## config.mk

```make
export PLATFORM = sky130hd
export DESIGN_NAME = branch_sequencer
export DESIGN_NICKNAME = d
export VERILOG_FILES = /design/src/rtl/cpu_ctrl_pkg.sv /design/src/rtl/sat_counter.sv /design/src/rtl/branch_sequencer.sv
export SDC_FILE = /design/constraint.sdc
export NUM_CORES = 1
export LEC_CHECK = 0
export ABC_CLOCK_PERIOD_IN_PS = 2540
export BUFFER_PORTS_ARGS = -buffer_cell sky130_fd_sc_hd__buf_2
export CAP_MARGIN = 20
export CELL_PAD_IN_SITES_DETAIL_PLACEMENT = 0
export CELL_PAD_IN_SITES_GLOBAL_PLACEMENT = 2
export CORE_MARGIN = 2
export CORE_UTILIZATION = 23
export DETAILED_ROUTE_END_ITERATION = 12
export GPL_TIMING_DRIVEN = 0
export PLACE_DENSITY_LB_ADDON = 0.08
export SYNTH_ARGS = -nofsm -noshare
export SYNTH_HDL_FRONTEND = slang
export SYNTH_SLANG_ARGS = --single-unit
export TNS_END_PERCENT = 50
```

## constraint.sdc

```tcl
create_clock -name clk -period 2.54 [get_ports clk]
set_input_delay 0 -clock clk [delete_from_list [all_inputs] [get_ports clk]]
set_output_delay 0 -clock clk [all_outputs]
set_load 0.01 [all_outputs]
```

## src/rtl/cpu_ctrl_pkg.sv

```systemverilog
// Shared control-unit definitions: sequencer states, instruction field
// positions and conditional-branch C2 encodings.
package cpu_ctrl_pkg;

  typedef enum logic [2:0] {
    ST_IDLE = 3'd0,
    ST_T3   = 3'd1,
    ST_T4   = 3'd2,
    ST_T5   = 3'd3,
    ST_T6   = 3'd4
  } state_e;

  localparam int RA_MSB = 26;
  localparam int RA_LSB = 23;
  localparam int C2_MSB = 20;
  localparam int C2_LSB = 19;
  localparam int C_MSB  = 18;
  localparam int C_LSB  = 0;

  localparam logic [1:0] C2_BRZR = 2'b00;
  localparam logic [1:0] C2_BRNZ = 2'b01;
  localparam logic [1:0] C2_BRPL = 2'b10;
  localparam logic [1:0] C2_BRMI = 2'b11;

endpackage

```

## src/rtl/sat_counter.sv

```systemverilog
// Up-counter that sticks at all-ones instead of wrapping.
module sat_counter #(
  parameter int CNT_W = 16
) (
  input  logic             clk,
  input  logic             clear,
  input  logic             inc,
  output logic [CNT_W-1:0] q
);

  logic [CNT_W-1:0] q_q;
  logic [CNT_W-1:0] q_d;

  // Next count: advance unless already saturated
  always_comb begin
    q_d = q_q;
    if (inc && (q_q != {CNT_W{1'b1}})) begin
      q_d = q_q + CNT_W'(1);
    end else begin
      q_d = q_q;
    end
  end

  // Count register with synchronous active-low clear
  always_ff @(posedge clk) begin
    if (!clear) begin
      q_q <= '0;
    end else begin
      q_q <= q_d;
    end
  end

  assign q = q_q;

endmodule

```

## src/rtl/branch_sequencer.sv

```systemverilog
// Micro-operation sequencer for brzr/brnz/brpl/brmi: evaluates CON, builds
// PC+C and commits it only when the branch is taken.
module branch_sequencer
  import cpu_ctrl_pkg::*;
#(
  parameter int CNT_W = 16
) (
  input  logic             clk,
  input  logic             clear,
  input  logic             start,
  input  logic [31:0]      ir,
  input  logic             hold,
  input  logic             con_out,
  output logic [1:0]       c2bits,
  output logic             gra,
  output logic             r_out,
  output logic             con_in,
  output logic             pc_out,
  output logic             y_in,
  output logic             c_out,
  output logic             alu_add,
  output logic             z_in,
  output logic             zlow_out,
  output logic             pc_in,
  output logic             busy,
  output logic             done,
  output logic             taken,
  output logic [CNT_W-1:0] n_taken,
  output logic [CNT_W-1:0] n_not_taken
);

  state_e     state_q, state_d;
  logic [1:0] c2_q, c2_d;
  logic       taken_q, taken_d;
  logic       inc_taken_s, inc_not_taken_s;

  // Ra and C travel on the datapath, not through this block
  logic unused_ir_fields_s;
  assign unused_ir_fields_s = ^{ir[31:RA_MSB+1], ir[RA_MSB:RA_LSB],
                                ir[RA_LSB-1:C2_MSB+1], ir[C_MSB:C_LSB]};

  // State, condition select and branch decision registers
  always_ff @(posedge clk) begin
    if (!clear) begin
      state_q <= ST_IDLE;
      c2_q    <= 2'b00;
      taken_q <= 1'b0;
    end else begin
      state_q <= state_d;
      c2_q    <= c2_d;
      taken_q <= taken_d;
    end
  end

  // Next state and strobe decode; hold freezes the FSM and masks all strobes
  always_comb begin
    state_d  = state_q;
    c2_d     = c2_q;
    taken_d  = taken_q;
    gra      = 1'b0;
    r_out    = 1'b0;
    con_in   = 1'b0;
    pc_out   = 1'b0;
    y_in     = 1'b0;
    c_out    = 1'b0;
    alu_add  = 1'b0;
    z_in     = 1'b0;
    zlow_out = 1'b0;
    pc_in    = 1'b0;
    busy     = 1'b0;
    done     = 1'b0;
    taken    = 1'b0;
    case (state_q)
      ST_IDLE: begin
        if (start) begin
          c2_d    = ir[C2_MSB:C2_LSB];
          state_d = ST_T3;
        end else begin
          state_d = ST_IDLE;
        end
      end
      ST_T3: begin
        busy = 1'b1;
        if (!hold) begin
          gra     = 1'b1;
          r_out   = 1'b1;
          con_in  = 1'b1;
          state_d = ST_T4;
        end else begin
          state_d = ST_T3;
        end
      end
      ST_T4: begin
        busy = 1'b1;
        if (!hold) begin
          pc_out  = 1'b1;
          y_in    = 1'b1;
          taken_d = con_out;
          state_d = ST_T5;
        end else begin
          state_d = ST_T4;
        end
      end
      ST_T5: begin
        busy = 1'b1;
        if (!hold) begin
          c_out   = 1'b1;
          alu_add = 1'b1;
          z_in    = 1'b1;
          state_d = ST_T6;
        end else begin
          state_d = ST_T5;
        end
      end
      ST_T6: begin
        busy = 1'b1;
        if (!hold) begin
          done     = 1'b1;
          taken    = taken_q;
          zlow_out = taken_q;
          pc_in    = taken_q;
          state_d  = ST_IDLE;
        end else begin
          state_d = ST_T6;
        end
      end
      default: begin
        state_d = ST_IDLE;
      end
    endcase
  end

  assign c2bits          = c2_q;
  assign inc_taken_s     = done & taken_q;
  assign inc_not_taken_s = done & ~taken_q;

  sat_counter #(.CNT_W(CNT_W)) u_cnt_taken (
    .clk   (clk),
    .clear (clear),
    .inc   (inc_taken_s),
    .q     (n_taken)
  );

  sat_counter #(.CNT_W(CNT_W)) u_cnt_not_taken (
    .clk   (clk),
    .clear (clear),
    .inc   (inc_not_taken_s),
    .q     (n_not_taken)
  );

endmodule

```

* Word-level counts from Yosys, hierarchy flattened
Index checks and enable logic that the tools add are counted.
** Storage, ports and cells
- Bits in writable memories :: 0
- Memories :: 0
- Bits in latches :: 0
- Logic and storage cells :: 37
- Input bits :: 37
- Bits in read-only memories :: 0
- Output and inout port bits :: 47
- Register bits :: 38
** Operators by class
- Bitwise gates (word level) :: 4
- Eq/ne operators :: 6
- Order comparisons :: 0
- Divide/modulo/power cells :: 0
- Add/sub/neg operators :: 2
- Shift-type cells :: 0
- Multipliers :: 0
- Reduce and logical (&&, ||, !) cells :: 6
- Mux-type cells :: 14
** Operator list (count)
- $add 16x1->16 const B :: 2
- $ne 16x16->1 const B :: 2
- $pmux 3 s5 :: 1
- $mux 1 :: 10
- $eq 3x2->1 const B :: 2
- $mux 3 :: 2
- $reduce_and 2->1 :: 2
- $reduce_or 4->1 :: 1
- $eq 3x1->1 const B :: 1
- $eq 3x3->1 const B :: 1
- $logic_not 3->1 :: 1
- $and 1x1->1 :: 2
- $logic_and 1x1->1 :: 2
- $mux 2 :: 1
- $not 1->1 :: 2

* Logic depth before layout (Yosys ltp)
Gate-level depths: netlist of run 1.
- Depth after elaboration :: 4
- Mapped depth :: 6
- Mapped depth without buffers :: 5

* Hierarchy
Synthesis of run 1 repeated with hierarchy kept, for this count alone.
** Second synthesis, totals
- Cell total of the unflattened synthesis :: 235
- Area total of the unflattened synthesis :: 2092.0 um2
** Modules (own cells, without submodules)
- sat_counter :: cells an instance 97, area an instance 837.1 um2, instances 2
- branch_sequencer :: cells an instance 41, area an instance 417.9 um2, instances 1

* Worst setup path before layout of run 1
OpenSTA, ideal clock, no wires.
- Path type :: register -> register
- From :: register state_q[1]
- To :: register u_cnt_not_taken.q_q[8], in the netlist u_cnt_not_taken.q[8]
- Clock period less this slack :: 1918 ps
- Cell stages (with the launch flop) :: 7
- Setup time :: 70 ps
- Path buffers :: 2
- Arrival time :: 1848 ps
- Path slack :: 622 ps
- Path through :: dfxtp_1 > buf_2 > nor4b_4 > nand3b_1 > clkbuf_1 > or4_1 > a21oi_1
** Between the ends
- Longest elaborated chain between the ends :: 4
** Ends and longest elaborated chain
- start: declaration :: RTL line branch_sequencer.sv:32 : state_e state_q, state_d;
- start signal: assignment :: RTL line branch_sequencer.sv:49 : state_q <= state_d;
- $eq 3x3->1 :: RTL line branch_sequencer.sv:73 : case (state_q)
- $mux 1 :: RTL line branch_sequencer.sv:73
- net done :: RTL line branch_sequencer.sv:26 : output logic done,
- $and 1x1->1 :: RTL line branch_sequencer.sv:135 : assign inc_not_taken_s = done & ~taken_q;
- $logic_and 1x1->1 :: RTL line sat_counter.sv:17 : if (inc && (q_q != {CNT_W{1'b1}})) begin
- end signal: assignment :: RTL line sat_counter.sv:29 : q_q <= q_d;
- end: declaration :: RTL line sat_counter.sv:11 : logic [CNT_W-1:0] q_q;
The timed path passes the listed nets, and every way through them passes these cells.
A chain may end at the register's enable or synchronous reset.

* Final worst setup path of run 1
- From :: register state_q[1]
- To :: register u_cnt_not_taken.q_q[8], in the netlist u_cnt_not_taken.q[8]
** Between the ends
- Longest elaborated chain between the ends :: 4
** Ends and longest elaborated chain (RTL line)
- $eq 3x3->1 :: branch_sequencer.sv:73
- $mux 1 :: branch_sequencer.sv:73
- $and 1x1->1 :: branch_sequencer.sv:135
- $logic_and 1x1->1 :: sat_counter.sv:17
Every way passes these cells.

==> results.md, run 1 <==
- Outcome: completed
- Sequential share of the synthesized area: 37.44%
- 1st-iter DRT viols: 43
- Area delta synth->final: 25.99%
- Netlist Area Pre-Place: 2032 µm²
- Peak VDD IR: 0.0001360 V
- Routed Antenna Nets: 0
- Crit end category: flop
- Yosys cell types: 41
- CP Launch Type: flop
- Post-Synth XOR/XNOR Area: less than 1%
- Placed Area: 2432 µm²
- Vias: 2058
- Vias in the first global route: slightly above 2k
- Die Wd: 97.99 µm
- P_int: 822.2 µW
- Actual slew at the worst max-slew pin: approximately 960 ps
- Mux cell area share after synthesis: under 10%
- Slew margin rel.: 35.84%
- Post-layout util: between 20% and 30%
- Post-Synth Adder-Cell Area: 1.232%
- WL per Instance: approximately 15 µm
- H-tree lvl count: 2
- Fill cells: a little under 1k
- Flop pwr share: 55.4%
- Post-synth top area share: between 30% and 40%
- Cell taking the most area after synthesis: dfxtp_1
- Global-route wire length before repair: 10.12 mm
- Pwr dens: 429.3 nW/µm²
- TNS Setup: 0 ps
- Delay-heaviest family, CP: simple AND/OR/NAND/NOR gates
- Fin. Hold Viols: 0
- Setup violations, final: 0
- GRT overflow: 0
- Layout Nets: 343
- Critical-path maximum fanout: 10
- Total Routing Usage GR: a little over an eighth
- Num CTS Buffers: 5
- I/O Buffers: 53
- Slowest-stage cell, CP: nor4b_4
- Placer Congestion: just over 0.7
- Period utilization: between 90% and 100%
- Largest net degree at the start of global routing: 12
- Switching share of power: 25.18%
- Die area: 9602 µm²
- Final wirelength: 5.993 mm
- I/O Pins: 84
- Core box area: 8636 µm²
- Post-synthesis simple-gate area fraction: 33.13%
- Area contributors post-synth: dfxtp_1, a21oi_1, or4_1
- Area fraction in compound gates after synthesis: 18.41%
- CP Cell Sequence: buf_2 -> nor4b_4 -> nand3b_1 -> clkbuf_1 -> or4_1 -> a21oi_1
- Multi-input gate area: 1169 µm²
- Placed insts: 401
- Min-delay worst type: in -> reg
- Detail Placement HPWL: between 4 and 5 mm
- TritonCTS clock tree: done
- Die Height: about 98 µm
- Syn avg cell area: 8.466 µm²
- Longest Clk Path Bufs: 2
- Combinational Power Share: approximately 7.3%
- Row Count: 34
- Final max-slew violation count: 0
- CTS Sinks: 38
- Largest family of logic cells by synthesized area: simple AND/OR/NAND/NOR gates
- Yosys warns: 0
- RSZ-0062 raised after global routing: no
- Clock network power share: 37.3%
- Via/cell ratio: ~5
- Final instance area: 2560 µm²
- Post-route DRC: 0
- Ys flop type: dfxtp_1
- Drt pass-1 iters: 4
- Switch Pwr: ~280 µW
- Seq. cell area: around 760 µm²
- Worst Path Arrival: 2540 ps
- Post-synth EDFFs: 0
- CP Buf/Inv Count: 2
- Clock tree root driver cell: clkbuf_8
- Reg2reg setup slack: ~220 ps
- Max_cap viols: 0
- CTS clock-pin slew for the worst setup and hold paths: 80 ps
- Initial Util: a little under a quarter
- Ys async rst share: 0%
- Leak: 0.9747 nW
- Clock Skew: just over 9 ps
- Ratio of cells with drive above 1 in the final layout: between 20% and 30%
- Initial antenna violation count: 0
- Post-synthesis register bit count: 38
- Post-Synthesis Net Count: 279
- Worst EP required: 2770 ps
- Antenna Cells: 0
- Min Clock Period, post-route: 2316 ps
- Fmax: about 430 MHz
- Fin cells: 412
- Post-Syn Instances: 240
- Clk_lat worst skew: slightly below 300 ps
- Worst setup path category: reg -> reg
- Crit path largest cell delay: roughly 620 ps
per-stage QoR:
step                      hold slack, ps  worst slack [ps]  total power, mW
after global routing               121.1             5.809            1.146
after floorplan                    48.81             621.6           0.6707
after detailed placement           245.3             120.7           0.6995
final                              97.59             223.8            1.099
after CTS                          81.44             113.8            1.126
after global placement             239.7             54.87           0.7003
cell usage in the layout (no fill, tap or decap), types with 4 or more instances in the layout:
cell type       n
buf_2          55
dfxtp_1        38
a21oi_1        22
nand2_1        19
or4_1          13
o31ai_1        12
nand3_1        11
nor2_1         10
nand2b_1        9
o21ai_0         9
nand4_1         8
nor3_1          7
clkbuf_1        7
or3_1           7
mux2i_1         7
buf_4           7
inv_1           6
nor4_1          5
clkbuf_8        5
dlygate4sd3_1   4
layer usage:
layer  GRT usage, %  up-vias  wire [µm]
met4          3.846        0         74
met3          2.505        7        264
li1               -     1043          -
met5              0        -          0
met2          20.76       40       2779
met1          17.89      968       2874
final cells by class:
class,count,area share [%]
sequential,38,29.72
multi-input combinational,180,45.65
buffer,16,3.470
inverter,6,0.8798
clock buffer,5,2.688
tap,108,5.279
timing repair buffer,57,11.93
clock inverter,2,0.3910
tightest hold or removal path: cells and delay by family:
family                 cells  cell delay (ps)
AO/OA/AOI/OAI              1              120
AND/OR/NAND/NOR            1               80
buffers and inverters      1              140
path summary, 6_finish.rpt:
check / cells after the start / to / from
hold / removal: 3 / state_q[2] / hold
setup reg to reg: 6 / u_cnt_not_taken.q[8] / state_q[1]
hold reg to reg: 2 / c2bits[0] / c2bits[0]
setup / recovery: 6 / u_cnt_not_taken.q[8] / state_q[1]
state kept, by name, indices dropped and copies added (netlist names):
signal and flops:
state_q 3, u_cnt_taken.q 16, u_cnt_not_taken.q 16, c2bits 2
taken_q 1
synthesized netlist by cell type, types with 2 or more instances:
cell / n
a21oi_1: 22
a311oi_1: 2
a31oi_1: 2
and2_1: 3
and3_1: 2
and4_1: 3
buf_2: 2
buf_4: 7
clkbuf_1: 7
dfxtp_1: 38
ha_1: 2
inv_1: 6
mux2i_1: 7
nand2_1: 19
nand2b_1: 9
nand3_1: 11
nand3b_1: 2
nand4_1: 8
nand4_2: 2
nor2_1: 10
nor2b_1: 3
nor3_1: 7
nor4_1: 5
o21ai_0: 9
o21bai_1: 2
o311a_1: 2
o31ai_1: 12
o41ai_1: 3
or3_1: 7
or4_1: 13
or4b_1: 2
xnor2_1: 2
power groups by stage:
stage / registers, mW / clock network [mW] / logic [mW]
after floorplan: 0.622 / 0 / 0.0483
after global placement: 0.623 / 0 / 0.0776
after detailed placement: 0.623 / 0 / 0.0769
after CTS: 0.609 / 0.436 / 0.0820
after global routing: 0.610 / 0.447 / 0.0892
final: 0.608 / 0.410 / 0.0801
repair_timing:
action / in CTS / in global routing
hold buffers: 4 / 0
buffers inserted: 0 / 0
endpoints found under the hold margin: 4 / 0
resized for setup: 0 / 1
endpoints found under the setup margin: 0 / 9
cell families (layout without fill, tap and decap cells):
kind of cell    Yosys count  in the layout
fa+ha+maj                 2              2
simple gates            111            111
buf+inv                  22             86
xor+xnor                  2              2
compound gates           58             58
mux                       7              7
flops                    38             38
Power figures use the tool's default switching activity.
==> run 2: changes to the inputs <==
--- a/config.mk
+++ b/config.mk
@@ -17,5 +17,6 @@
 export PLACE_DENSITY_LB_ADDON = 0.08
 export SYNTH_ARGS = -nofsm -noshare
 export SYNTH_HDL_FRONTEND = slang
+export SYNTH_HIERARCHICAL = 1
 export SYNTH_SLANG_ARGS = --single-unit
 export TNS_END_PERCENT = 50
==> results.md, run 2 <==
- Outcome: completed
- I/O Pins: between 80 and 90
- RSZ-0062 raised after global routing: no
- Post-Syn Instances: 235
- Pwr dens: 421.0 nW/µm²
- I/O Buffers: 53
- Actual slew at the worst max-slew pin: 881.4 ps
- Fill cells: a little under 1k
- Worst EP required: ~2800 ps
- Placer Congestion: 0.7225
- Ratio of cells with drive above 1 in the final layout: 26.76%
- Critical-path maximum fanout: 10
- Global-route wire length before repair: 9.280 mm
- Ys async rst share: 0%
- Fmax: between 400 and 500 MHz
- Clock Skew: approximately 7.2 ps
- Area delta synth->final: 24.82%
- Core box area: 8763 µm²
- Post-synth EDFFs: 0
- Reg2reg end: u_cnt_not_taken/q[9]
- Hold EP: u_cnt_not_taken/q[10]
- TritonCTS clock tree: done
- Post-layout util: slightly below 30%
- Layout Nets: 338
- CP Launch Type: flop
- Most common cell after layout, fill and taps aside: buf_2
- Tot Pwr: 1.099 mW
- R2r worst-path depth: 6
- Fin. Hold Viols: 0
- Final instance area: 2611 µm²
- WL per Instance: 14.31 µm
- Min Clock Period, post-route: around 2300 ps
- Post-Synthesis Net Count: roughly 270
- Hold slack: 85.78 ps
- Initial Util: 23.87%
- Clock tree root driver cell: clkbuf_8
- Peak VDD IR: 0.0002019 V
- Post-CTS setup buffer count: 0
- Period utilization: 90.26%
- Ys flop type: dfxtp_1
- H-tree lvl count: 2
- Crit end category: flop
- GRT overflow: 0
- Initial antenna violation count: 0
- Reg2reg setup slack: around 250 ps
- Final max-slew violation count: 0
- Longest Clk Path Bufs: 2
- TNS Setup: 0 ps
- Netlist Area Pre-Place: 2092 µm²
- Via/cell ratio: 4.808
- Vias: 1957
- Post-synth top area share: a little over a third
- Total Routing Usage GR: about an eighth
- Clk_lat worst skew: 290 ps
- Commonest cells post-synth: dfxtp_1, nand2_1, a21oi_1, nor2_1, nand3_1
- Max_cap viols: 0
- Post-synthesis register bit count: 38
- CP Cell Sequence: buf_4 -> nor4b_2 -> nor2b_2 -> nand2_1 -> or4_1 -> a21oi_1
- Yosys warns: 6
- Slew margin rel.: 40.75%
- Slowest-stage cell, CP: or4_1
- Die Wd: 99.37 µm
- FF-to-FF Start: state_q[0]
- Hold Path Origin: clear
- Vias in the first global route: 1760
- Syn avg cell area: 8.902 µm²
- Routed Antenna Nets: 0
- Cell taking the most area after synthesis: dfxtp_1
- Placed insts: 396
- Crit path largest cell delay: 540 ps
- Yosys cell types: 41
- Setup violations, final: 0
- Row Count: 34
- Placed Area: between 2000 and 2500 µm²
- Hold path cells: 2
- Final wirelength: 5.826 mm
- Min-delay worst type: in -> reg
- Drt pass-1 iters: 5
- Die area: about 10000 µm²
- Area contributors post-synth: dfxtp_1, a21oi_1, mux2i_1
- Leak: 1.016 nW
- Worst Path Arrival: 2520 ps
- Worst setup path category: reg -> reg
- 1st-iter DRT viols: 63
- Setup ws final: ~250 ps
- Fin cells: 407
- Commonest non-fill, non-tap cells in the layout: buf_2, dfxtp_1, nand2_1
- Sequential share of the synthesized area: around 36%
- Most numerous cell in the Yosys netlist: dfxtp_1
- Die Height: 99.37 µm
- Detail Placement HPWL: 4.179 mm
- Antenna Cells: 0
- CTS clock-pin slew for the worst setup and hold paths: 80 ps
- Dpl ws: about 0.09 ps
- Post-route DRC: 0
- Largest net degree at the start of global routing: 18
- CTS Sinks: 38
- Num CTS Buffers: 5
## run 2: how the worst max path moves through the flow
| stage | startpoint | to | slack [ps] | depth (start not counted) |
|---|---|---|---|---|
| floorplan | state_q[0] | u_cnt_not_taken/q[7] | 420 | 6 |
| global placement | state_q[0] | u_cnt_not_taken/q[9] | 30 | 6 |
| detailed placement | state_q[0] | u_cnt_not_taken/q[9] | 0.09 | 6 |
| CTS | state_q[0] | u_cnt_not_taken/q[9] | 180 | 6 |
| global route | state_q[0] | u_cnt_not_taken/q[13] | 40 | 6 |
| finish | state_q[0] | u_cnt_not_taken/q[9] | 250 | 6 |
## run 2: report_power, final
group	internal (mW)	total [mW]	switching (mW)
clock network	0.190	0.408	0.219
logic	0.0410	0.0874	0.0464
registers	0.601	0.604	0.00231
## run 2: cells by family after synthesis
family / synth area share, %
muxes: 4.306
xor gates and xnor gates: 2.512
DFF: 36.36
and+or+nand+nor: 35.59
AOI/OAI and AO/OA: 13.88
adders and majority gates: 1.196
buffers and inverters: 6.160
## run 2: cell type report
cell class,instances,area (µm²),area share [%]
buffer,14,98.84,3.785
clock buffer,7,76.32,2.923
inverter,8,30.03,1.150
multi-input combinational,175,1205,46.14
sequential,38,760.7,29.13
tap,108,135.1,5.175
timing repair buffer,57,305.3,11.69
## run 2: metal layers
layer / part of all wire (%) / wire length, µm / up-vias / global-route usage, %
li1: - / - / 1012 / -
met1: 52 / 3024 / 899 / 16.55
met2: 43 / 2506 / 42 / 17.78
met3: 4.2 / 246 / 4 / 2.600
met4: 0.84 / 49 / 0 / 3.161
met5: 0 / 0 / - / 0
## run 2: timing repair
| item | CTS | global route |
|---|---|---|
| setup endpoints to repair | 3 | 0 |
| hold buffers | 4 | 0 |
| resized for setup | 1 | 0 |
| endpoints found under the hold margin | 4 | 0 |
## run 2: worst max-delay path: cells and delay by family, from the launching register on
kind	cells	cell delay [ps]
AOI/OAI and AO/OA	1	150
buffers and inverters	1	160
DFF	1	300
and+or+nand+nor	4	1610
